File: src/rtl/block_bx_fanout.sv
// Routes (or broadcasts) one rdy/vld input stream into per-output FIFOs and
// periodically reports accept/drop statistics over a 4-phase req/ack channel.
module block_bx_fanout #(
    parameter int N_OUT    = 2,
    parameter int DATA_W   = 32,
    parameter int DEPTH    = 4,
    parameter int MODE     = 0,
    parameter int REPORT_N = 16,
    localparam int DW      = (N_OUT > 1) ? $clog2(N_OUT) : 1
) (
    input  logic                    clk,
    input  logic                    rst_n,
    input  logic                    in_vld,
    output logic                    in_rdy,
    input  logic [DATA_W-1:0]       in_data,
    input  logic [DW-1:0]           in_dest,
    output logic [N_OUT-1:0]        out_vld,
    input  logic [N_OUT-1:0]        out_rdy,
    output logic [N_OUT*DATA_W-1:0] out_data,
    output logic                    c_req,
    input  logic                    c_ack,
    output logic [15:0]             c_data
);

    localparam int AW = $clog2(DEPTH);

    typedef enum logic [1:0] {
        ST_IDLE,
        ST_REQ,
        ST_WAIT
    } rpt_state_t;

    logic [DATA_W-1:0] mem_q  [N_OUT][DEPTH];
    logic [AW:0]       wptr_q [N_OUT];
    logic [AW:0]       wptr_d [N_OUT];
    logic [AW:0]       rptr_q [N_OUT];
    logic [AW:0]       rptr_d [N_OUT];

    logic [N_OUT-1:0] full;
    logic [N_OUT-1:0] empty;
    logic [N_OUT-1:0] push;
    logic [N_OUT-1:0] pop;

    logic       dest_ok;
    logic       accept;
    logic       drop;
    logic       rpt_evt;
    logic [7:0] acc_cnt_q, acc_cnt_d;
    logic [7:0] rpt_cnt_q, rpt_cnt_d;
    logic [6:0] drop_cnt_q, drop_cnt_d;
    logic [6:0] drop_cnt_inc;
    logic       ovr_q, ovr_d;
    logic [15:0] c_data_q, c_data_d;
    rpt_state_t state_q, state_d;

    function automatic logic [6:0] sat_inc7(input logic [6:0] v);
        return (v == 7'h7f) ? v : v + 7'd1;
    endfunction

    // FIFO status comes from registered pointers only, so a same-cycle pop never frees a slot early
    always_comb begin
        for (int i = 0; i < N_OUT; i++) begin
            empty[i] = (wptr_q[i] == rptr_q[i]);
            full[i]  = (wptr_q[i][AW] != rptr_q[i][AW]) &&
                       (wptr_q[i][AW-1:0] == rptr_q[i][AW-1:0]);
        end
    end

    always_comb begin
        dest_ok = (int'(in_dest) < N_OUT);
        if (MODE == 1) begin
            in_rdy = ~|full;
        end else begin
            in_rdy = 1'b1;
            for (int i = 0; i < N_OUT; i++) begin
                if (int'(in_dest) == i) in_rdy = !full[i];
            end
        end
        accept = in_vld & in_rdy;
        drop   = accept && (MODE == 0) && !dest_ok;
    end

    always_comb begin
        for (int i = 0; i < N_OUT; i++) begin
            push[i]   = accept && ((MODE == 1) || (int'(in_dest) == i));
            pop[i]    = !empty[i] && out_rdy[i];
            wptr_d[i] = wptr_q[i] + {{AW{1'b0}}, push[i]};
            rptr_d[i] = rptr_q[i] + {{AW{1'b0}}, pop[i]};
        end
    end

    assign out_vld = ~empty;

    for (genvar g = 0; g < N_OUT; g++) begin : g_out
        assign out_data[g*DATA_W +: DATA_W] = mem_q[g][rptr_q[g][AW-1:0]];
    end

    // Payload storage carries no reset; validity is tracked by the pointers
    always_ff @(posedge clk) begin
        for (int i = 0; i < N_OUT; i++) begin
            if (push[i]) mem_q[i][wptr_q[i][AW-1:0]] <= in_data;
        end
    end

    always_ff @(posedge clk or negedge rst_n) begin
        if (!rst_n) begin
            for (int i = 0; i < N_OUT; i++) begin
                wptr_q[i] <= '0;
                rptr_q[i] <= '0;
            end
        end else begin
            for (int i = 0; i < N_OUT; i++) begin
                wptr_q[i] <= wptr_d[i];
                rptr_q[i] <= rptr_d[i];
            end
        end
    end

    always_comb begin
        acc_cnt_d    = acc_cnt_q + {7'd0, accept};
        rpt_evt      = accept && (rpt_cnt_q == 8'(REPORT_N - 1));
        rpt_cnt_d    = rpt_cnt_q;
        if (accept) rpt_cnt_d = rpt_evt ? 8'd0 : rpt_cnt_q + 8'd1;
        drop_cnt_inc = drop ? sat_inc7(drop_cnt_q) : drop_cnt_q;

        drop_cnt_d = drop_cnt_inc;
        ovr_d      = ovr_q;
        c_data_d   = c_data_q;
        state_d    = state_q;
        case (state_q)
            ST_IDLE: begin
                // A drop on the triggering beat is already folded into drop_cnt_inc
                if (rpt_evt) begin
                    c_data_d   = {ovr_q, drop_cnt_inc, acc_cnt_d};
                    drop_cnt_d = 7'd0;
                    ovr_d      = 1'b0;
                    state_d    = ST_REQ;
                end
            end
            ST_REQ: begin
                if (rpt_evt) ovr_d = 1'b1;
                if (c_ack) state_d = ST_WAIT;
            end
            ST_WAIT: begin
                if (rpt_evt) ovr_d = 1'b1;
                if (!c_ack) state_d = ST_IDLE;
            end
            default: state_d = ST_IDLE;
        endcase
    end

    always_ff @(posedge clk or negedge rst_n) begin
        if (!rst_n) begin
            acc_cnt_q  <= 8'd0;
            rpt_cnt_q  <= 8'd0;
            drop_cnt_q <= 7'd0;
            ovr_q      <= 1'b0;
            c_data_q   <= 16'd0;
            state_q    <= ST_IDLE;
        end else begin
            acc_cnt_q  <= acc_cnt_d;
            rpt_cnt_q  <= rpt_cnt_d;
            drop_cnt_q <= drop_cnt_d;
            ovr_q      <= ovr_d;
            c_data_q   <= c_data_d;
            state_q    <= state_d;
        end
    end

    assign c_req  = (state_q == ST_REQ);
    assign c_data = c_data_q;

endmodule

File: config.mk
export PLATFORM = sky130hd
export DESIGN_NAME = block_bx_fanout
export DESIGN_NICKNAME = d
export VERILOG_FILES = /design/src/rtl/block_bx_fanout.sv
export SDC_FILE = /design/constraint.sdc
export NUM_CORES = 1
export LEC_CHECK = 0
export CORE_AREA = 2 2 180 217
export CTS_CLUSTER_SIZE = 14
export DETAILED_ROUTE_END_ITERATION = 7
export DIE_AREA = 0 0 182 219
export GPL_ROUTABILITY_DRIVEN = 0
export HOLD_SLACK_MARGIN = 0.1
export PLACE_DENSITY = 0.45
export SKIP_CTS_REPAIR_TIMING = 1
export SYNTH_ARGS = -nofsm -noshare
export SYNTH_HDL_FRONTEND = slang
export SYNTH_SLANG_ARGS = --single-unit
File: constraint.sdc
create_clock -name clk -period 6.6 [get_ports clk]
set_clock_uncertainty 0.2 [all_clocks]
set_input_delay 0.99 -clock clk [delete_from_list [all_inputs] [get_ports clk]]
set_output_delay 0.99 -clock clk [all_outputs]
set_load 0.05 [all_outputs]
Yosys cells after proc, flatten, opt, wreduce, memory -nomap -nowiden
Memories as Yosys holds them, arrays and structs flattened.
Index checks and enable logic that the tools add are counted.
- register bits: 40
- memory bits (writable): 256
- output and inout bits: 84
- logic and storage cells: 88
- memories: 1
- memory list (memory ; depth ; width ; read ports ; clocked after memory_dff ; write ports ; RTL line ; text):
    mem_q ; 2 ; 128 ; 2 ; 0 ; 1 ; 33 ; logic [DATA_W-1:0] mem_q [N_OUT][DEPTH];
- $add $sub $neg: 6
- $lt $le $gt $ge: 6
- eq/ne operators: 13
- mux-type cells: 26
- bitwise logic cells: 7
- reduce and logical (&&, ||, !) cells: 20
- operators with widths (cell ; number):
    $mux 128 ; 4
    $mux 32 ; 6
    $bmux 32 s2 ; 2
    $demux 32 s2 ; 2
    $reduce_or 128->1 ; 1
    $add 3x1->3 ; 4
    $ge 3x3->1 const B ; 4
    $not 2->3 ; 4
    $logic_and 1x1->1 ; 9
    $add 8x1->8 ; 1
    $add 8x1->8 const B ; 1
    $eq 8x4->1 const B ; 1
    $mux 8 ; 1
    $eq 3x3->1 ; 2
    $lt 3x1->1 const B ; 2
    $mux 1 ; 6
    $mux 2 ; 3
    $pmux 2 s3 ; 1
    $reduce_and 3->1 ; 2
    $eq 2x2->1 ; 2
    $logic_not 1->1 ; 4
    $ne 2x1->1 const B ; 2
    $ne 2x2->1 const B ; 2
    $eq 2x1->1 const B ; 1
    other kinds (10) ; 11

Depth between registers and ports, before layout
Gate-level depths: netlist (run 1).
- depth in word-level cells: 10
- depth in mapped cells: 12

Worst setup path after synthesis (run 1)
Ideal clock, no wire load.
- path type: in2reg
- start: input port in_vld
- end: memory mem_q[0][32] (netlist bit) (enable)
- library setup time: 513 ps
- arrival: 5021 ps
- setup slack: 866 ps
- stages: 4
- buffers on the path: 2
- cells stage by stage: clkbuf_1 -> nand3_1 -> buf_2 -> nor4b_1
- word-level cells in the longest chain between the ends: 6
- elaborated cells between the ends (all ways): 10
- those cells by class: mux (6); bitwise (1); reduce/logical (3)
- RTL lines (item ; RTL line ; text):
    start: declaration ; 13 ; input logic in_vld,
    $and 1x1->1 * ; 79 ; accept = in_vld & in_rdy;
    $logic_and 1x1->1 ; 85 ; push[i] = accept && ((MODE == 1) || (int'(in_dest) == i));
    $mux 1 ; 101 ; if (push[i]) mem_q[i][wptr_q[i][AW-1:0]] <= in_data;
    $mux 128 (implied by the code) ; 101 ;
    $reduce_or 128->1 (no line) ; - ;
    $mux 1 (no line) / $mux 128 (equally long branches) ; - ;
    end: declaration ; 33 ;
Every way passes the cells marked *; elsewhere a longest branch is shown, timed or not.

Final worst setup path (run 1)
- start: register rptr_q[3] (netlist bit)
- end: output port in_rdy
- word-level cells in the longest chain between the ends: 4
- RTL lines (item ; RTL line ; text):
    start: declaration ; 36 ; logic [AW:0] rptr_q [N_OUT];
    start signal: indexed assignment ; 114 ; rptr_q[i] <= rptr_d[i];
    $eq 2x2->1 ; 65 ; (wptr_q[i][AW-1:0] == rptr_q[i][AW-1:0]);
    $logic_and 1x1->1 ; 64 ; full[i] = (wptr_q[i][AW] != rptr_q[i][AW]) &&
    $logic_not 1->1 ; 76 ; if (int'(in_dest) == i) in_rdy = !full[i];
    $mux 1 ; 76 ;
    end: declaration ; 14 ; output logic in_rdy,
Every way passes these cells.

==> run metrics, run 1 <==
Max H-tree Level=1; Cell Count, Final, Fillers Out=1142; clk_lat worst skew=0.55 ns; Synth top area share=68.73%; Max Cap Viol=0; Synth top cells by count=256 x edfxtp_1, 64 x mux4_2, 40 x dfrtp_1; FMAX=219.7 MHz; Yosys Warn Count=0; Worst-Margin Slew=1.074 ns; required time of the worst setup path=5.41 ns; RSZ-0062 raised after global routing=false; ant diodes=0; Die Height=219 um; # rows=78; slew margin rel.=28.40%; port bufs=115; Pre-antenna DRT Iters=4; Most used DFF post-synth=edfxtp_1; worst hold path class=register to register; Seq cells post-synth=296; Final period util=68.96%; largest net degree at the start of global routing=41; core box area=37670 um^2; min Tclk post-route=4.551 ns; detailed-route DRC error count=0; DRT Wirelength=23.59 mm; I/O pin count=123; Mapped Cells=500; Antenna Nets Post-Route=0; share of the yosys chip area belonging to registers=77.68%; Initial Utilization=29.69%; post-synth cell types=39; clk sinks=296; mapped cell area=11180 um^2; first-pass GRT wire length=35.74 mm; GRT Util Overall=12.04%; hpwl dp=14.24 mm; Hold Vio Cnt, Final=0; Nets=692; CTS clk-pin slew, worst paths=0.06 ns; Setup TNS Final=0 ns; Total Power=6.815 mW; CTS tree=yes; Synth area leader=edfxtp_1; WL/cell=20.65 um; DRT iter0 DRCs=237; layout cells sized above 1=21.90%; pwr/cell area=491.9 nW/um^2; status=finished clean; total die area=39860 um^2; via count=5198; largest cells by area after synthesis=edfxtp_1 69%, mux4_2 13%, dfrtp_1 8.9%, ha_1 1.7%, mux2_2 1.1%; Die X=182 um; syn avg cell area=22.37 um^2; clock buffer depth=3; via/cell ratio=4.552; post-synthesis async set-or-reset flop share=13.51%; vias in the first global route=5809; CP Max Fanout=20; # setup viols final=0; total grt overflow=0; count leader, synth=edfxtp_1; VDD IR max=0.2617 mV; Post-synth EDFFs=256; Root Driver=clkbuf_16; Critical Path End Type=output port; WS Path Type=register to output port; area grow syn2layout=23.86%; dpl cells=1086; Pleak=4.645 nW; Inserted Clock Buffers=30; initial antenna violation count=1; crit start category=register; Core Util, Final=36.77%; arrival time at the worst endpoint=3.36 ns; pins over their slew limit=0
cell families (layout without fill, tap and decap cells):
logic type               after synthesis  in the layout  synth area share, %
flip-flops                           296            296                77.68
multiplexers                          76             76                14.08
AND/OR/NAND/NOR                       49             49                2.730
buffers and inverters                 33            189                1.566
XOR/XNOR                              21             21                1.644
adder cells (fa/ha/maj)               15             15                1.678
AO/OA/AOI/OAI                          9              9               0.5818
other                                  1              7              0.03353
placed cells by master (no fill, tap or decap), types with 10 or more instances in the layout:
master / count
edfxtp_1: 256
clkdlybuf4s50_1: 114
mux4_2: 64
dfrtp_1: 36
clkbuf_16: 31
ha_1: 15
xnor2_1: 11
mux2_2: 11
buf_4: 11
xor2_1: 10
where the power goes:
part | switching [mW] | total [mW] | internal [mW] | leakage [nW]
clock | 0.681 | 1.59 | 0.906 | 0.446
sequential | 0.297 | 2.64 | 2.34 | 2.82
combinational | 1.60 | 2.59 | 0.996 | 1.37
total | 2.57 | 6.81 | 4.24 | 4.64
area by class of cell:
type | instances | area [um^2]
clock buffer | 39 | 815.8
clock inverter | 17 | 108.9
fill | 3510 | 23820
inverter | 7 | 26.28
multi-input combinational | 177 | 2380
sequential | 296 | 8693
tap | 480 | 600.6
timing repair buffer | 126 | 1229
through the flow:
| stage | hold slack [ns] | instance area, um^2 | worst slack, ns |
|---|---|---|---|
| floorplan | 0.2380 | 11210 | 0.8658 |
| global placement | 0.2521 | 12930 | 2.381 |
| detailed placement | 0.2583 | 12930 | 2.346 |
| CTS | 0.2678 | 13850 | 1.896 |
| global route | 0.2914 | 13850 | 1.762 |
| finish | 0.2647 | 13850 | 2.049 |
flip-flops by register name (all words and copies together), names as in the netlist:
| register | cells |
|---|---|
| mem_q | 256 |
| c_data | 9 |
| acc_cnt_q | 8 |
| rpt_cnt_q | 8 |
| rptr_q | 6 |
| wptr_q | 6 |
| state_q | 2 |
| ovr_q | 1 |
per-layer routing:
| metal | share of wire [%] | global-route usage, % | vias to the layer above |
|---|---|---|---|
| li1 | - | - | 2306 |
| met1 | 41 | 14.37 | 2757 |
| met2 | 53 | 21.92 | 106 |
| met3 | 4.4 | 2.473 | 27 |
| met4 | 1.6 | 3.575 | 2 |
| met5 | 0.034 | 0 | - |
critical path, stage by stage, from the launching register on:
cell and delay, ns:
dfrtp_2 0.71, buf_4 0.48, xor2_1 0.16, or4_4 0.56, and2_4 0.19, clkdlybuf4s50_1 0.70
final timing paths:
kind                         startpoint            to  slack, ns  depth (start not counted)
hold reg to reg            rpt_cnt_q[7]  rpt_cnt_q[7]       0.26                          1
setup / recovery              rptr_q[3]        in_rdy       2.05                          5
hold / removal             rpt_cnt_q[7]  rpt_cnt_q[7]       0.26                          1
setup reg to reg              rptr_q[0]   mem_q[0][4]       2.72                          6
max in group asynchronous         rst_n     rptr_q[4]       5.20                          1
min in group asynchronous         rst_n  rpt_cnt_q[5]       0.38                          1
No activity file was read; power rests on OpenSTA's default activity.
==> inputs of run 2 (changes only) <==
--- a/config.mk
+++ b/config.mk
@@ -11,7 +11,7 @@
 export DIE_AREA = 0 0 182 219
 export GPL_ROUTABILITY_DRIVEN = 0
 export HOLD_SLACK_MARGIN = 0.1
-export PLACE_DENSITY = 0.45
+export PLACE_DENSITY = 0.47
 export SKIP_CTS_REPAIR_TIMING = 1
 export SYNTH_ARGS = -nofsm -noshare
 export SYNTH_HDL_FRONTEND = slang
==> constraint.sdc (replaced) <==
create_clock -name clk -period 4.05 [get_ports clk]
set_clock_uncertainty 0.2 [all_clocks]
set_input_delay 0.6075 -clock clk [delete_from_list [all_inputs] [get_ports clk]]
set_output_delay 0.6075 -clock clk [all_outputs]
set_load 0.05 [all_outputs]
==> run metrics, run 2 (same netlist as run 1, synthesis figures left out) <==
met2 usage=21.97%; Gate power share=39.8%; clk_lat worst skew=0.55 ns; DRT iter0 DRCs=274; Pre-antenna DRT Iters=4; Core Util, Final=37.26%; pins over their slew limit=0; arrival time at the worst endpoint=2.94 ns; Initial Utilization=29.69%; Final period util=92.46%; vias in the first global route=5989; met3 global-route usage=2.522%; Die Height=219 um; dpl cells=1102; # setup viols final=0; pwr/cell area=804.1 nW/um^2; R2R cell count=7; port bufs=115; GRT Util Overall=12.65%; sw frac=37.84%; slew margin rel.=55.39%; dpl ws=0.7158 ns; RSZ-0062 raised after global routing=false; CP max-delay cell=dfrtp_2; Nets=709; Worst-Margin Slew=0.6692 ns; required time of the worst setup path=3.24 ns; fin area=14040 um^2; leading cell type in the layout, fill and taps excluded=edfxtp_1; sw power=4.271 mW; hold endpoint=rpt_cnt_q[7]; Flop pwr share=36.8%; status=finished clean; initial antenna violation count=1; Die X=182 um; layout cells sized above 1=23.60%; M1 GR Usage=16.04%; min Tclk post-route=3.745 ns; clk sinks=296; most frequent cells in the layout=256 x edfxtp_1, 115 x clkdlybuf4s50_1, 64 x mux4_2; clock power share=23.4%; Post-DP Area=13090 um^2; Max Cap Viol=0; Critical Path End Type=output port; first-pass GRT wire length=37.40 mm; Hold Path Stages=1; Pleak=4.756 nW; CP Cell Sequence=buf_4 > mux4_2 > clkdlybuf4s50_1; max FFs per register=256; total die area=39860 um^2; worst hold path class=register to register; CP Max Fanout=14; via/cell ratio=4.593; CTS tree=yes; WL/cell=21.39 um; Int Pwr=7.015 mW; largest net degree at the start of global routing=41; GR peak layer=met2; Cell Count, Final, Fillers Out=1158; detailed-route DRC error count=0; FF-to-FF Start=rptr_q[0]; Root Driver=clkbuf_16; core box area=37670 um^2; Antenna Nets Post-Route=0; WS Path Type=register to output port; hold path startpoint=rpt_cnt_q[7]; CTS clk-pin slew, worst paths=0.06 ns; Max H-tree Level=1; DRT Wirelength=24.77 mm; crit start category=register; via count=5319; FMAX=267.1 MHz; crit-path max cell delay=0.80 ns; Inserted Clock Buffers=31; Total Power=11.29 mW; VDD IR max=0.3359 mV; hpwl dp=15.44 mm; Hold Vio Cnt, Final=0; fin worst setup slack=0.3054 ns; ant diodes=0; I/O pin count=123; area grow syn2layout=25.50%; clock buffer depth=3; Critical R2R Capture=mem_q[0][16]; R2R Setup Slk=0.98 ns; total grt overflow=0; # rows=78
[run 2: cell count changes in the layout (fill, tap and decap cells not counted), moves of 2 or more]
cell | previous run | this run
buf_4 | 11 | 26
clkinvlp_4 | 3 | 1
clkbuf_1 | 7 | 5
nor4b_2 | 2 | 0
nor4b_4 | 0 | 2
clkinv_1 | 7 | 9
[run 2: metrics by stage]
stage / TNS, ns / hold slack (ns)
floorplan: -6.277 / 0.1119
global placement: 0 / 0.2547
detailed placement: 0 / 0.2731
CTS: 0 / 0.2855
global route: 0 / 0.2951
finish: 0 / 0.2844
[run 2: critical path, delay by kind of cell, from the launching register on]
family / cells / cell delay, ns
flops: 1 / 0.80
mux: 1 / 0.53
buf+inv: 2 / 1.04
[run 2: power groups by stage]
stage	Sequential, mW	Clock [mW]	Combinational [mW]
CTS	4.16	2.73	4.61
detailed placement	4.22	0	4.59
global route	4.21	2.84	4.76
finish	4.15	2.64	4.50
floorplan	4.13	0	3.09
global placement	4.19	0	4.55
[run 2: final cells by class]
type	count	area [um^2]
clock buffer	36	794.5
fill	3468	23640
clock inverter	20	148.9
sequential	296	8693
inverter	7	26.28
tap	480	600.6
timing repair buffer	142	1366
multi-input combinational	177	2406
[run 2: per-layer routing]
layer  part of all wire [%]  vias to the layer above
li1                       -                     2341
met1                     42                     2824
met2                     51                      126
met3                    4.7                       28
met4                    1.9                        0
met5                      0                        -
[run 2: worst max-delay path by stage]
stage	from	endpoint	slack, ns	cells after the start
floorplan	in_vld	mem_q[0][192]	-0.11	3
global placement	in_dest	in_rdy	0.75	4
detailed placement	in_dest	mem_q[0][13]	0.72	8
CTS	rptr_q[0]	out_data[39]	0.19	3
global route	rptr_q[0]	out_data[39]	0.14	3
finish	rptr_q[0]	out_data[36]	0.31	3
